$ cat config.mk
export PLATFORM = sky130hd
export DESIGN_NAME = midi_cmd_bridge
export DESIGN_NICKNAME = d
export VERILOG_FILES = /design/src/rtl/midi_pkg.sv /design/src/rtl/midi_sync_fifo.sv /design/src/rtl/midi_cmd_bridge.sv
export SDC_FILE = /design/constraint.sdc
export NUM_CORES = 1
export LEC_CHECK = 0
export ABC_AREA = 0
export CAP_MARGIN = 20
export CORE_MARGIN = 1
export CORE_UTILIZATION = 59
export CTS_BUF_LIST = sky130_fd_sc_hd__clkbuf_8 sky130_fd_sc_hd__clkbuf_16
export CTS_CLUSTER_DIAMETER = 80
export DETAILED_ROUTE_END_ITERATION = 8
export GPL_ROUTABILITY_DRIVEN = 0
export PLACE_DENSITY = 0.89
export SLEW_MARGIN = 30
export SYNTH_ARGS = -nofsm -noshare
export SYNTH_HDL_FRONTEND = slang
export SYNTH_SLANG_ARGS = --single-unit
$ cat constraint.sdc
create_clock -name clk -period 6.3 [get_ports clk]
set_input_delay 1.26 -clock clk [delete_from_list [all_inputs] [get_ports clk]]
set_output_delay 1.26 -clock clk [all_outputs]
set_load 0.005 [all_outputs]
$ cat src/rtl/midi_pkg.sv
// Shared types and register-layout helpers for the MIDI command bridge.
package midi_pkg;

    localparam int MIDI_WORD_W = 22;

    // System messages bypass the RX channel filter.
    localparam logic [3:0] CMD_SYS = 4'hF;

    typedef struct packed {
        logic [3:0] cmd;
        logic [3:0] ch;
        logic [6:0] d1;
        logic [6:0] d2;
    } midi_word_t;

    // Register layout: {8'x, cmd, ch, 1'x, d1, 1'x, d2}; the x bits are ignored.
    function automatic midi_word_t reg_to_word(input logic [31:0] r);
        midi_word_t w;
        w.cmd = r[23:20];
        w.ch  = r[19:16];
        w.d1  = r[14:8];
        w.d2  = r[6:0];
        return w;
    endfunction

    // Readback layout with the spare bits forced to zero.
    function automatic logic [31:0] word_to_reg(input midi_word_t w);
        return {8'd0, w.cmd, w.ch, 1'b0, w.d1, 1'b0, w.d2};
    endfunction

    // Only status nibbles (MSB set) are legal MIDI commands.
    function automatic logic is_status(input logic [3:0] cmd);
        return cmd[3];
    endfunction

endpackage

$ cat src/rtl/midi_sync_fifo.sv
// Single-clock first-word-fall-through FIFO with an explicit level counter.
// Push while full and pop while empty are ignored; full/empty come from
// the registered level, so same-cycle push/pop never changes the decision.
module midi_sync_fifo #(
    parameter int DEPTH = 16,
    parameter int WIDTH = 22
) (
    input  logic                       clk,
    input  logic                       rst,
    input  logic                       push,
    input  logic                       pop,
    input  logic [WIDTH-1:0]           din,
    output logic [WIDTH-1:0]           dout,
    output logic                       empty,
    output logic                       full,
    output logic [$clog2(DEPTH+1)-1:0] level
);

    localparam int PTR_W = $clog2(DEPTH);
    localparam int LVL_W = $clog2(DEPTH + 1);

    logic [WIDTH-1:0] mem_q [DEPTH];

    logic [PTR_W-1:0] wr_ptr_q, wr_ptr_d;
    logic [PTR_W-1:0] rd_ptr_q, rd_ptr_d;
    logic [LVL_W-1:0] level_q,  level_d;

    logic do_push;
    logic do_pop;

    assign empty   = (level_q == '0);
    assign full    = (level_q == LVL_W'(DEPTH));
    assign do_push = push & ~full;
    assign do_pop  = pop & ~empty;

    // Next pointers wrap naturally; level moves only on an unbalanced push/pop.
    always_comb begin
        wr_ptr_d = wr_ptr_q;
        rd_ptr_d = rd_ptr_q;
        level_d  = level_q;
        if (do_push) begin
            wr_ptr_d = wr_ptr_q + PTR_W'(1);
        end
        if (do_pop) begin
            rd_ptr_d = rd_ptr_q + PTR_W'(1);
        end
        case ({do_push, do_pop})
            2'b10:   level_d = level_q + LVL_W'(1);
            2'b01:   level_d = level_q - LVL_W'(1);
            default: level_d = level_q;
        endcase
    end

    // Pointer and level registers; reset flushes the FIFO in one cycle.
    always_ff @(posedge clk) begin
        if (rst) begin
            wr_ptr_q <= '0;
            rd_ptr_q <= '0;
            level_q  <= '0;
        end else begin
            wr_ptr_q <= wr_ptr_d;
            rd_ptr_q <= rd_ptr_d;
            level_q  <= level_d;
        end
    end

    // Storage array; never reset, stale entries are hidden by the level.
    always_ff @(posedge clk) begin
        if (do_push) begin
            mem_q[wr_ptr_q] <= din;
        end
    end

    // Head is forced to zero while empty so stale data never leaks out.
    assign dout  = empty ? '0 : mem_q[rd_ptr_q];
    assign level = level_q;

endmodule

$ cat src/rtl/midi_cmd_bridge.sv
// Register-bus <-> MIDI command bridge: validates and buffers TX commands,
// filters and buffers RX commands by channel, keeps saturating statistics.
module midi_cmd_bridge
    import midi_pkg::*;
#(
    parameter int TX_DEPTH = 16,
    parameter int RX_DEPTH = 16,
    parameter int TX_AFULL = TX_DEPTH - 2,
    parameter int CNT_W    = 8
) (
    input  logic                          clk,
    input  logic                          rst,

    input  logic                          cmd_wr,
    input  logic [31:0]                   cmd_wdata,
    output logic                          cmd_wbusy,
    input  logic                          cmd_rd,
    output logic [31:0]                   cmd_rdata,
    output logic                          cmd_rvalid,

    output logic [3:0]                    midi_tx_cmd,
    output logic [3:0]                    midi_tx_ch,
    output logic [6:0]                    midi_tx_data1,
    output logic [6:0]                    midi_tx_data2,
    output logic                          midi_tx_valid,
    input  logic                          midi_tx_rd,
    input  logic                          midi_tx_busy,

    input  logic [3:0]                    midi_rx_cmd,
    input  logic [3:0]                    midi_rx_ch,
    input  logic [6:0]                    midi_rx_data1,
    input  logic [6:0]                    midi_rx_data2,
    input  logic                          midi_rx_valid,
    output logic                          midi_rx_rd,

    input  logic [15:0]                   ch_mask,
    input  logic                          cnt_clr,

    output logic [$clog2(TX_DEPTH+1)-1:0] tx_level,
    output logic [$clog2(RX_DEPTH+1)-1:0] rx_level,
    output logic [CNT_W-1:0]              tx_drop_cnt,
    output logic [CNT_W-1:0]              tx_err_cnt,
    output logic [CNT_W-1:0]              rx_filt_cnt
);

    localparam int TX_LVL_W = $clog2(TX_DEPTH + 1);
    localparam int RX_LVL_W = $clog2(RX_DEPTH + 1);

    localparam logic [TX_LVL_W-1:0] TX_AFULL_LVL = TX_LVL_W'(TX_AFULL);
    localparam logic [CNT_W-1:0]    CNT_MAX      = '1;

    // Reserved register bits are deliberately ignored.
    logic unused_wdata_bits;
    assign unused_wdata_bits = ^{cmd_wdata[31:24], cmd_wdata[15], cmd_wdata[7]};

    // ------------------------------------------------------------------
    // TX path
    // ------------------------------------------------------------------
    midi_word_t              tx_in;
    midi_word_t              tx_head;
    logic                    tx_empty;
    logic                    tx_full;
    logic                    tx_push;
    logic                    wr_legal;
    logic                    tx_err_inc;
    logic                    tx_drop_inc;
    logic [TX_LVL_W-1:0]     tx_level_w;

    assign tx_in       = reg_to_word(cmd_wdata);
    assign wr_legal    = is_status(tx_in.cmd);

    // Legality is judged before capacity, so an illegal write into a full
    // FIFO counts as an error, not a drop.
    assign tx_err_inc  = cmd_wr & ~wr_legal;
    assign tx_drop_inc = cmd_wr & wr_legal & tx_full;
    assign tx_push     = cmd_wr & wr_legal & ~tx_full;

    midi_sync_fifo #(
        .DEPTH (TX_DEPTH),
        .WIDTH (MIDI_WORD_W)
    ) u_tx_fifo (
        .clk   (clk),
        .rst   (rst),
        .push  (tx_push),
        .pop   (midi_tx_rd),
        .din   (tx_in),
        .dout  (tx_head),
        .empty (tx_empty),
        .full  (tx_full),
        .level (tx_level_w)
    );

    assign midi_tx_cmd   = tx_head.cmd;
    assign midi_tx_ch    = tx_head.ch;
    assign midi_tx_data1 = tx_head.d1;
    assign midi_tx_data2 = tx_head.d2;
    assign midi_tx_valid = ~tx_empty;
    assign tx_level      = tx_level_w;

    // Advisory only: writes are never gated on this.
    assign cmd_wbusy = (tx_level_w >= TX_AFULL_LVL) | midi_tx_busy;

    // ------------------------------------------------------------------
    // RX path
    // ------------------------------------------------------------------
    midi_word_t              rx_in;
    midi_word_t              rx_head;
    logic                    rx_empty;
    logic                    rx_full;
    logic                    rx_accept;
    logic                    rx_push;
    logic                    rx_filt_inc;
    logic [RX_LVL_W-1:0]     rx_level_w;

    assign rx_in.cmd = midi_rx_cmd;
    assign rx_in.ch  = midi_rx_ch;
    assign rx_in.d1  = midi_rx_data1;
    assign rx_in.d2  = midi_rx_data2;

    // Every consumed word is either stored or counted as filtered.
    assign midi_rx_rd  = midi_rx_valid & ~rx_full;
    assign rx_accept   = (rx_in.cmd == CMD_SYS) | ch_mask[rx_in.ch];
    assign rx_push     = midi_rx_rd & rx_accept;
    assign rx_filt_inc = midi_rx_rd & ~rx_accept;

    midi_sync_fifo #(
        .DEPTH (RX_DEPTH),
        .WIDTH (MIDI_WORD_W)
    ) u_rx_fifo (
        .clk   (clk),
        .rst   (rst),
        .push  (rx_push),
        .pop   (cmd_rd),
        .din   (rx_in),
        .dout  (rx_head),
        .empty (rx_empty),
        .full  (rx_full),
        .level (rx_level_w)
    );

    assign cmd_rdata  = word_to_reg(rx_head);
    assign cmd_rvalid = ~rx_empty;
    assign rx_level   = rx_level_w;

    // ------------------------------------------------------------------
    // Statistics
    // ------------------------------------------------------------------
    logic [CNT_W-1:0] tx_drop_cnt_q, tx_drop_cnt_d;
    logic [CNT_W-1:0] tx_err_cnt_q,  tx_err_cnt_d;
    logic [CNT_W-1:0] rx_filt_cnt_q, rx_filt_cnt_d;

    // Saturating increments; a clear overrides any same-cycle event.
    always_comb begin
        tx_drop_cnt_d = tx_drop_cnt_q;
        tx_err_cnt_d  = tx_err_cnt_q;
        rx_filt_cnt_d = rx_filt_cnt_q;
        if (cnt_clr) begin
            tx_drop_cnt_d = '0;
            tx_err_cnt_d  = '0;
            rx_filt_cnt_d = '0;
        end else begin
            if (tx_drop_inc && (tx_drop_cnt_q != CNT_MAX)) begin
                tx_drop_cnt_d = tx_drop_cnt_q + CNT_W'(1);
            end
            if (tx_err_inc && (tx_err_cnt_q != CNT_MAX)) begin
                tx_err_cnt_d = tx_err_cnt_q + CNT_W'(1);
            end
            if (rx_filt_inc && (rx_filt_cnt_q != CNT_MAX)) begin
                rx_filt_cnt_d = rx_filt_cnt_q + CNT_W'(1);
            end
        end
    end

    // Counter registers.
    always_ff @(posedge clk) begin
        if (rst) begin
            tx_drop_cnt_q <= '0;
            tx_err_cnt_q  <= '0;
            rx_filt_cnt_q <= '0;
        end else begin
            tx_drop_cnt_q <= tx_drop_cnt_d;
            tx_err_cnt_q  <= tx_err_cnt_d;
            rx_filt_cnt_q <= rx_filt_cnt_d;
        end
    end

    assign tx_drop_cnt = tx_drop_cnt_q;
    assign tx_err_cnt  = tx_err_cnt_q;
    assign rx_filt_cnt = rx_filt_cnt_q;

endmodule

## Word level (Yosys, flattened, before mapping)

Memory sizes are Yosys's and may differ from the RTL's. A register that Yosys moved wholly into a read port is not among the register bits.
Cells that the tools add are included.

- Register bits: 50
- RAM bits: 704
- Memories: 2

- $add $sub $neg: 11
- $lt $le $gt $ge: 2
- Equality and inequality tests: 10
- Multiplexer cells: 14
- Bitwise gates (word level): 19
- Reductions and logical operators: 8

Memory list:

| name | words | bits a word | rd ports | clocked after Yosys merged registers in | write ports | RTL line | text |
|---|---|---|---|---|---|---|---|
| u_rx_fifo.mem_q | 16 | 22 | 1 | 1 | 1 | midi_sync_fifo.sv:22 | `logic [WIDTH-1:0] mem_q [DEPTH];` |
| u_tx_fifo.mem_q | 16 | 22 | 1 | 1 | 1 | midi_sync_fifo.sv:22 |  |

Operators with widths:

| kind | number |
|---|---|
| $mux W22 | 2 |
| $add A8 B1 Y8 const B | 3 |
| $ne A8 B8 Y1 const B | 3 |
| $pmux W5 S2 | 2 |
| $add A4 B1 Y4 const B | 4 |
| $mux W4 | 4 |
| $and A1 B1 Y1 | 11 |
| $add A5 B1 Y5 const B | 2 |
| $eq A5 B5 Y1 const B | 2 |
| $logic_not A5 Y1 | 2 |
| $sub A5 B1 Y5 const B | 2 |
| $not A1 Y1 | 6 |
| $ge A5 B4 Y1 const B | 1 |
| $lt A4 B5 Y1 const B | 1 |
| $mux W1 | 5 |
| $bmux W1 S4 | 1 |
| $eq A2 B1 Y1 const B | 2 |
| $eq A2 B2 Y1 const B | 2 |
| $eq A4 B4 Y1 const B | 1 |
| $reduce_bool A2 Y1 | 2 |
| $logic_and A1 B1 Y1 | 3 |
| $or A1 B1 Y1 | 2 |
| $reduce_or A2 Y1 | 1 |

## Longest topological paths before layout

Gate-level depths: netlist of the first run.

- Word-level depth: 7
- Gate-level depth with buffers: 16

## Modules after synthesis

A second synthesis of the first run with hierarchy kept.

- Cells, all modules: 1497
- Area, all modules: 30234.0 um^2

Modules (own cells, without submodules):

| module | instances | cells an instance | area each (um^2) | sequential area each (um^2) |
|---|---|---|---|---|
| midi_sync_fifo at u_rx_fifo | 1 | 669 | 14422.6 | 10910.5 |
| midi_sync_fifo at u_tx_fifo | 1 | 669 | 14421.3 | 10910.5 |
| midi_cmd_bridge | 1 | 159 | 1390.1 | 480.5 |

## Least setup slack after synthesis of the first run

OpenSTA, ideal clock, no wires.

- Path type: input -> register
- From: input midi_rx_ch[0]
- To: memory u_rx_fifo.mem_q[0][0] (enable)
- Library setup time: 0.465 ns
- Arrival time: 4.672 ns
- Required time: 5.835 ns
- Setup slack: 1.163 ns
- Stages on the path: 6
- Path buffers: 0
- Path through: mux4_2 > nor2_1 > or3_4 > a21oi_4 > inv_2 > nor4b_1

- Longest elaborated chain between the ends: 7

RTL lines:

| item | RTL line | text |
|---|---|---|
| start: declaration | midi_cmd_bridge.sv:30 | `input logic [3:0] midi_rx_ch,` |
| $bmux W1 S4 | midi_cmd_bridge.sv:122 | `assign rx_accept = (rx_in.cmd == CMD_SYS) \| ch_mask[rx_in.ch];` |
| $mux W1 (implied by the code) | midi_cmd_bridge.sv:122 |  |
| $or A1 B1 Y1 | midi_cmd_bridge.sv:122 |  |
| $and A1 B1 Y1 | midi_cmd_bridge.sv:123 | `assign rx_push = midi_rx_rd & rx_accept;` |
| $and A1 B1 Y1 | midi_sync_fifo.sv:33 | `assign do_push = push & ~full;` |
| $mux W1 | midi_sync_fifo.sv:69 | `if (do_push) begin` |
| $mux W1 (implied by the code) | midi_sync_fifo.sv:70 | `mem_q[wr_ptr_q] <= din;` |
| end: declaration | midi_sync_fifo.sv:22 |  |

Every way passes these cells. The select of a mux whose other input is x is not followed.

==> impl_metrics.csv, run 1 <==
group,metric,value,unit
timing,setup_viol,0,
logic_synthesis,synth-edff-count,704,
logic_synthesis,synth_area,0.0299,sq mm
run,maxCapViolCount,0,
global_route,track_usage,29.5,%
worst_setup_path,startpoint_type,"flip-flop",
worst_setup_path,worstSetupEndpointType,"primary output",
clock_tree,clock_latency,630,ps
die,fp.coreArea,0.0501,sq mm
global_route,grt_pass1_wl,106,mm
cells_and_area,drive_above_1_share,24.3,%
clock_tree,clkSlewWorstSetupHoldPaths,60,ps
global_route,grt_pass1_vias,16199,
worst_setup_path,crit_type,"reg2out",
power_and_ir_drop,peakVddDrop,0.000315,V
clock_tree,cts_buffers,73,
worst_setup_path,cp_cell_sequence,"buf_4, mux4_2, mux4_2, nor2b_1, clkdlybuf4s50_1",
worst_setup_path,cp_common_cell,"mux4_2",
worst_setup_path,slowest_stage,"dfxtp_4",
cells_and_area,post-route-util,69.2,%
detailed_routing,routed_via_density,6.73,
timing,rsz0062_at_grt,"false",
logic_synthesis,synth_warnings,0,
clock_tree,root_buffer,"clkbuf_16",
logic_synthesis,synth_seq_cells,762,
logic_synthesis,synthFlopType,"edfxtp_1",
global_route,grt_overflow_total,0,
power_and_ir_drop,leakage,0.0108,uW
timing,max-slew-margin-rel,39.8,%
logic_synthesis,yosysUniqueCellTypes,55,
worst_setup_path,arrival,3770,ps
logic_synthesis,syn_avg_cell_area,21.4,sq um
worst_setup_path,crit_path_max_incr_delay,930,ps
placement,hpwl,38.2,mm
global_route,grt_max_degree,48,
die,die_w,227,um
clock_tree,h-tree-depth,3,
detailed_routing,wl_per_cell,32.0,um
clock_tree,clock_path_buffers,3,
clock_tree,cts_tree,"done",
die,initial_core_util,59.7,%
detailed_routing,route.detailed.drc,0,
min_path,hp-class,"reg2reg",
die,die_h,227,um
clock_tree,cts.sinks,762,
logic_synthesis,yosysSeqAreaShare,74.6,%
power_and_ir_drop,power_density,360,mW/mm^2
cells_and_area,final_nets,1698,
outcome,status,"finished, final reports clean",
power_and_ir_drop,finalPower,12500,uW
worst_setup_path,worst-path-buf-inv,2,
logic_synthesis,ys_async_sr_fraction,0,%
cells_and_area,fillers,2868,
clock_tree,postCtsResizedCells,0,
timing,timing.final.crit_share,79.8,%
timing,hold_viol_final,0,
timing,fin_crit,5030,ps
timing,fmax,199,MHz
die,pin_count,170,
detailed_routing,wirelength,74.5,mm
timing,tightest_slew,904,ps
clock_tree,post_cts_buffers,0,
cells_and_area,area_growth,15.9,%
die,fp-row-count,82,
worst_setup_path,crit_family,"multiplexers",
global_route,antenna_found_initial,6,
die,die-area,0.0516,sq mm
worst_setup_path,cp.required,5040,ps
detailed_routing,ant_nets,0,
worst_setup_path,crit_path_max_fanout,41,
detailed_routing,dr_total_vias,15641,
timing,skew,32.8,ps
detailed_routing,drt_pre_antenna_iters,6,
clock_tree,cts_hold_buf,0,
timing,finalSetupTns,0,ps
detailed_routing,drt_iter0_markers,2048,
timing,drv_slew,0,
logic_synthesis,synthesis.instances,1400,
placement,io_buffers,149,
[path summary, 6_finish.rpt]
kind / from / to / slack (ps) / depth (start not counted)
setup / recovery: flip-flop / cmd_rdata[16] / 1270 / 5
hold / removal: rx_filt_cnt[4] / rx_filt_cnt[4] / 540 / 2
setup reg to reg: u_tx_fifo.level[1] / u_tx_fifo.level[4] / 2680 / 12
hold reg to reg: rx_filt_cnt[4] / rx_filt_cnt[4] / 540 / 2
[where the power goes]
| group | internal [uW] | switching, uW | leakage [uW] |
|---|---|---|---|
| Sequential | 5620 | 156 | 0.00682 |
| Combinational | 1280 | 1180 | 0.00283 |
| Clock | 2320 | 1900 | 0.00117 |
| Total | 9220 | 3230 | 0.0108 |
[logic make-up after synthesis]
logic type | synth area share [%]
flops | 74.6
mux | 17.2
simple gates | 3.71
buf+inv | 1.58
compound gates | 0.925
xor+xnor | 1.08
fa+ha+maj | 0.946
other cells | 0.0125
[final cells by class]
cell class                      instances  area (sq um)  share of cell area (%)
Timing Repair Buffer                  194          1880                    5.43
Clock inverter                         49           348                    1.00
Tap cell                              672           841                    2.43
Sequential cell                       762         22300                    64.4
Clock buffer                           77          1900                    5.50
Inverter                               21          78.8                   0.228
Antenna cell                            4          10.0                  0.0289
Multi-Input combinational cell        546          7250                    20.9
[Yosys cell counts (all sizes together) (6+ instances only)]
library cell  number  share of area (%)
nand4             10               0.21
dfxtp             58                3.9
o21ai              6               0.10
inv               21               0.26
mux2i              8               0.27
and3               7               0.15
nand3             10               0.18
buf               40               0.81
nor3              11               0.18
edfxtp           704                 71
mux4             222                 17
xnor2             15               0.44
and2              11               0.23
nor2b             51                1.1
xor2              22               0.64
a21oi             13               0.26
nor4               8               0.17
ha                21               0.88
clkbuf            40               0.50
nor2              57               0.72
nand2             18               0.23
[cells in the final DEF (no fill, tap or decap), types with 7 or more instances in the layout]
master | synthesis | routed
a21oi_1 | 12 | 12
and2_1 | 11 | 11
and3_1 | 7 | 7
buf_4 | 13 | 41
clkbuf_16 | 0 | 75
clkdlybuf4s50_1 | 0 | 148
clkinv_1 | 0 | 11
clkinv_2 | 0 | 10
conb_1 | 1 | 10
dfxtp_1 | 58 | 52
edfxtp_1 | 704 | 704
ha_1 | 21 | 21
inv_1 | 20 | 38
mux2i_1 | 8 | 8
mux4_2 | 221 | 221
nand2_1 | 18 | 18
nand3_1 | 9 | 9
nand4_1 | 10 | 10
nor2_1 | 57 | 53
nor2b_1 | 51 | 49
nor3_1 | 11 | 7
xnor2_1 | 15 | 15
xor2_1 | 22 | 22
[metal layers]
metal	up-vias	part of all wire (%)	GRT usage, %
met1	8036	34	35.8
met3	260	9.2	6.39
met2	1208	52	50.0
met5	-	0.035	0
li1	6133	-	-
met4	4	4.6	15.4
[state kept, by name, summed over array words and instances (netlist names), named ones only]
name,cells
tx_drop_cnt,8
u_tx_fifo.rd_ptr_q,4
u_rx_fifo.wr_ptr_q,4
u_tx_fifo.mem_q,352
tx_err_cnt,8
u_tx_fifo.level,5
u_tx_fifo.wr_ptr_q,4
u_rx_fifo.level,5
u_rx_fifo.rd_ptr_q,4
u_rx_fifo.mem_q,352
rx_filt_cnt,8
[worst register-to-register path: stages, from the launching register on]
cell	delay [ps]
dfxtp_1	380
nor4_1	570
nor2b_2	240
buf_4	400
nor2b_1	240
ha_1	300
ha_1	340
nor2b_1	150
o21ai_0	260
a21oi_1	120
nor3_1	270
xnor2_1	150
nor2_1	50
[per-stage QoR]
stage               area, sq um  worst slack [ps]  hold slack (ps)  cells
global placement          32300              1050              493   2193
CTS                       34600              1180              534   2320
finish                    34600              1270              542   2325
floorplan                 29900              1160              482   1409
global route              34600              1070              563   2324
detailed placement        32400               827              525   2194
No activity file was read; power rests on OpenSTA's default activity.
==> inputs of run 2 (changes only) <==
==> constraint.sdc (replaced) <==
create_clock -name clk -period 4.7 [get_ports clk]
set_input_delay 0.94 -clock clk [delete_from_list [all_inputs] [get_ports clk]]
set_output_delay 0.94 -clock clk [all_outputs]
set_load 0.005 [all_outputs]
==> run 2 against run 1 <==
Routed wire length down 1.1%. First-iteration DRC count down 10%. Clock skew down 2.4 ps.
==> impl_metrics.csv, run 2 (same netlist as run 1, synthesis figures left out) <==
group,metric,value,unit
clock_tree,cts_hold_buf,0,
clock_tree,cts_tree,"done",
global_route,met3_usage,6.20,%
timing,timing.final.crit_share,93.2,%
die,fp.coreArea,0.0501,sq mm
timing,rsz0062_at_grt,"false",
cells_and_area,regArea,0.0223,sq mm
cells_and_area,post-route-util,69.7,%
detailed_routing,wirelength,73.7,mm
timing,drv_slew,0,
min_path,hp-class,"reg2reg",
cells_and_area,mostFrequentLayoutCells,"704 x edfxtp_1, 221 x mux4_2, 149 x clkdlybuf4s50_1",
placement,io_buffers,149,
cells_and_area,reg_top3,"u_rx_fifo.mem_q: 352 flops, u_tx_fifo.mem_q: 352 flops",
worst_setup_path,crit_type,"reg2out",
worst_setup_path,startpoint_type,"flip-flop",
clock_tree,cts_buffers,74,
timing,skew,30.4,ps
detailed_routing,route.detailed.drc,0,
cells_and_area,multi_input_area,0.00725,sq mm
timing,fmax,228,MHz
clock_tree,h-tree-depth,3,
worst_setup_path,cp.required,3760,ps
detailed_routing,ant_nets,0,
power_and_ir_drop,peakVddDrop,0.000621,V
run,maxCapViolCount,0,
placement,dp_cells,2214,
placement,placed_cell_area,0.0325,sq mm
global_route,track_usage,29.3,%
cells_and_area,final_common_cell,"edfxtp_1",
global_route,gr-usage-met2,50.6,%
timing,setup_viol,0,
global_route,grt-busiest-layer,"met2",
clock_tree,cts.sinks,762,
die,pin_count,170,
worst_setup_path,worstSetupEndpointType,"primary output",
placement,hpwl,37.8,mm
timing,tightest_slew,710,ps
worst_setup_path,r2r_slack,1250,ps
die,die_h,227,um
detailed_routing,dr_total_vias,15556,
power_and_ir_drop,leakage,0.0110,uW
die,initial_core_util,59.7,%
detailed_routing,routed_via_density,6.63,
global_route,grt_overflow_total,0,
detailed_routing,wl_per_cell,31.4,um
timing,hold_viol_final,0,
cells_and_area,fillers,2808,
worst_setup_path,arrival,3440,ps
global_route,grt_max_degree,54,
detailed_routing,drt_iter0_markers,1837,
cells_and_area,final_nets,1718,
power_and_ir_drop,power_density,485,mW/mm^2
die,die-area,0.0516,sq mm
cells_and_area,area_growth,16.7,%
cells_and_area,fin_area,0.0349,sq mm
worst_setup_path,cp_common_cell,"mux4_2",
worst_setup_path,slowest_stage,"dfxtp_4",
global_route,grtUsageMet1,35.3,%
global_route,antenna_found_initial,4,
clock_tree,clock_latency,620,ps
global_route,grt_pass1_vias,16073,
clock_tree,clkSlewWorstSetupHoldPaths,60,ps
die,die_w,227,um
clock_tree,clock_path_buffers,3,
detailed_routing,drt_pre_antenna_iters,5,
global_route,grt_pass1_wl,106,mm
clock_tree,root_buffer,"clkbuf_16",
timing,max-slew-margin-rel,52.6,%
worst_setup_path,crit_path_max_incr_delay,740,ps
worst_setup_path,crit_path_max_fanout,37,
worst_setup_path,cp_cell_sequence,"buf_4, mux4_2, mux4_2, nor2b_1, clkdlybuf4s50_1",
cells_and_area,drive_above_1_share,25.3,%
outcome,status,"finished, final reports clean",
clock_tree,post_cts_buffers,0,
timing,fin_crit,4380,ps
die,fp-row-count,82,
cells_and_area,stdcell_count,2345,
clock_tree,postCtsResizedCells,0,
run 2: path summary, 6_finish.rpt:
path / from / endpoint / depth (start not counted)
min reg2reg: rx_filt_cnt[4] / rx_filt_cnt[4] / 2
max: flip-flop / midi_tx_data1[4] / 5
min: rx_filt_cnt[4] / rx_filt_cnt[4] / 2
max reg2reg: u_tx_fifo.level[1] / u_tx_fifo.level[4] / 13
run 2: area by class of cell:
type	count	share of cell area (%)
Clock inverter	50	1.23
Multi-Input combinational cell	546	20.8
Inverter	21	0.226
Antenna cell	3	0.0215
Timing Repair Buffer	213	5.83
Clock buffer	78	5.50
Sequential cell	762	64.0
Tap cell	672	2.41
run 2: power by group:
group,leakage (uW),internal (uW),switching (uW)
logic,0.00293,1730,1630
registers,0.00682,7540,181
clock network,0.00121,3250,2590
run 2: per-stage QoR:
stage	worst slack, ps	setup TNS (ps)	total power, uW	hold slack [ps]
after floorplan	-117	-7700	9610	482
after global placement	386	0	11000	498
after detailed placement	194	0	11100	505
after CTS	267	0	17000	517
after global routing	187	0	17400	551
final	318	0	16900	515
run 2: critical path: cells and delay by family, from the launching register on:
family | cells | cell delay, ps
flops | 1 | 740
mux | 2 | 1000
buf+inv | 2 | 860
simple gates | 1 | 180
run 2: per-layer routing:
| metal | up-vias | share of wire (%) |
|---|---|---|
| li1 | 6175 | - |
| met1 | 8064 | 34 |
| met2 | 1078 | 53 |
| met3 | 235 | 8.7 |
| met4 | 4 | 4.3 |
| met5 | - | 0.024 |
==> inputs of run 3 (changes only) <==
--- a/config.mk
+++ b/config.mk
@@ -9,7 +9,7 @@
 export CAP_MARGIN = 20
 export CORE_MARGIN = 1
 export CORE_UTILIZATION = 59
-export CTS_BUF_LIST = sky130_fd_sc_hd__clkbuf_8 sky130_fd_sc_hd__clkbuf_16
+export CTS_BUF_LIST = sky130_fd_sc_hd__clkbuf_16
 export CTS_CLUSTER_DIAMETER = 80
 export DETAILED_ROUTE_END_ITERATION = 8
 export GPL_ROUTABILITY_DRIVEN = 0
==> run 3 against run 2 <==
Flip-flop and latch count stayed put. Global-route usage is 0.44 points higher. Final area hardly changed. Critical path type unchanged. Critical endpoint is now cmd_rdata[10].
==> impl_metrics.csv, run 3 (same netlist as run 1, synthesis figures left out) <==
group,metric,value,unit
timing,fmax,229,MHz
worst_setup_path,worstSetupEndpointType,"primary output",
timing,fin_crit,4370,ps
timing,rsz0062_at_grt,"false",
die,die_w,227,um
die,fp-row-count,82,
worst_setup_path,crit_type,"reg2out",
worst_setup_path,cp_common_cell,"mux4_2",
power_and_ir_drop,power_density,484,mW/mm^2
placement,dp_slack,194,ps
worst_setup_path,arrival,3430,ps
global_route,grt_pass1_wl,107,mm
power_and_ir_drop,leakage,0.0109,uW
detailed_routing,drt_pre_antenna_iters,6,
clock_tree,cts.sinks,762,
placement,dp_cells,2214,
power_and_ir_drop,peakVddDrop,0.000612,V
cells_and_area,mostFrequentLayoutCells,"704 x edfxtp_1, 221 x mux4_2, 149 x clkdlybuf4s50_1",
detailed_routing,wl_per_cell,31.8,um
cells_and_area,reg_top3,"u_rx_fifo.mem_q: 352 flops, u_tx_fifo.mem_q: 352 flops",
worst_setup_path,crit_path_max_fanout,40,
worst_setup_path,slowest_stage,"dfxtp_4",
timing,finalSetupTns,0,ps
clock_tree,cts_hold_buf,0,
global_route,antenna_found_initial,2,
worst_setup_path,startpoint_type,"flip-flop",
cells_and_area,drive_above_1_share,25.1,%
clock_tree,cts_tree,"done",
clock_tree,postCtsResizedCells,0,
worst_setup_path,r2r_cells,13,
detailed_routing,ant_nets,0,
detailed_routing,routed_via_density,6.68,
cells_and_area,final_nets,1718,
clock_tree,cts_buffers,74,
outcome,status,"finished, final reports clean",
die,fp.coreArea,0.0501,sq mm
detailed_routing,dr_total_vias,15684,
timing,max-slew-margin-rel,50.7,%
global_route,grt_pass1_vias,16412,
cells_and_area,fillers,2814,
timing,skew,40.9,ps
clock_tree,clock_path_buffers,3,
timing,holdWs,517,ps
clock_tree,h-tree-depth,3,
detailed_routing,route.detailed.drc,0,
die,die_h,227,um
run,maxCapViolCount,0,
global_route,grt_overflow_total,0,
worst_setup_path,cp.required,3760,ps
timing,finalWorstSetupSlack,331,ps
clock_tree,root_buffer,"clkbuf_16",
global_route,grt_max_degree,54,
cells_and_area,area_growth,16.6,%
timing,drv_slew,0,
detailed_routing,drt_iter0_markers,2027,
global_route,track_usage,29.7,%
min_path,hp-class,"reg2reg",
die,initial_core_util,59.7,%
worst_setup_path,crit_path_max_incr_delay,670,ps
timing,tightest_slew,738,ps
power_and_ir_drop,finalPower,16900,uW
clock_tree,clkSlewWorstSetupHoldPaths,60,ps
timing,hold_viol_final,0,
timing,timing.final.crit_share,92.9,%
clock_tree,post_cts_buffers,0,
cells_and_area,stdcell_count,2347,
clock_tree,clock_latency,630,ps
cells_and_area,final_common_cell,"edfxtp_1",
placement,io_buffers,149,
min_path,holdPathStages,2,
die,die-area,0.0516,sq mm
detailed_routing,wirelength,74.7,mm
worst_setup_path,cp_cell_sequence,"buf_12, mux4_2, mux4_2, nor2b_1, clkdlybuf4s50_1",
die,pin_count,170,
timing,setup_viol,0,
placement,hpwl,37.8,mm
run 3: critical path, delay by kind of cell (launching register included):
family,cells,cell delay [ps]
buffers and inverters,2,840
flip-flops,1,670
multiplexers,2,1130
AND/OR/NAND/NOR,1,150
run 3: layout make-up:
| class | count | area (sq um) | share of cell area [%] |
|---|---|---|---|
| inverter | 21 | 78.8 | 0.226 |
| clock buffer | 75 | 1880 | 5.38 |
| antenna | 5 | 12.5 | 0.0359 |
| clock inverter | 53 | 440 | 1.26 |
| timing repair buffer | 213 | 2030 | 5.84 |
| sequential | 762 | 22300 | 64.0 |
| multi-input combinational | 546 | 7250 | 20.8 |
| tap | 672 | 841 | 2.41 |
run 3: metal layers:
layer  GRT usage, %  share of wire [%]  vias to the layer above
li1               -                  -                     6185
met1           34.6                 33                     8150
met5              0                  0                        -
met2           51.8                 53                     1073
met3           5.92                8.5                      276
met4           16.3                5.6                        0
run 3: worst paths after layout:
path	from	end	slack (ps)
worst min register to register	rx_filt_cnt[4]	rx_filt_cnt[4]	520
worst max-delay path	flip-flop	cmd_rdata[10]	330
worst min-delay path	rx_filt_cnt[4]	rx_filt_cnt[4]	520
worst max register to register	u_tx_fifo.level[1]	u_tx_fifo.level[4]	1270
run 3: where the power goes:
part,internal [uW],leakage [uW],switching (uW)
sequential,7540,0.00682,182
combinational,1730,0.00293,1630
clock,3200,0.00119,2580
run 3: per-stage QoR:
stage	utilization, %	cell area [sq um]
5_1_grt	69.6	34900
6_report	69.6	34900
3_3_place_gp	65.0	32500
4_1_cts	69.6	34800
2_1_floorplan	-	29900
3_5_place_dp	65.0	32500
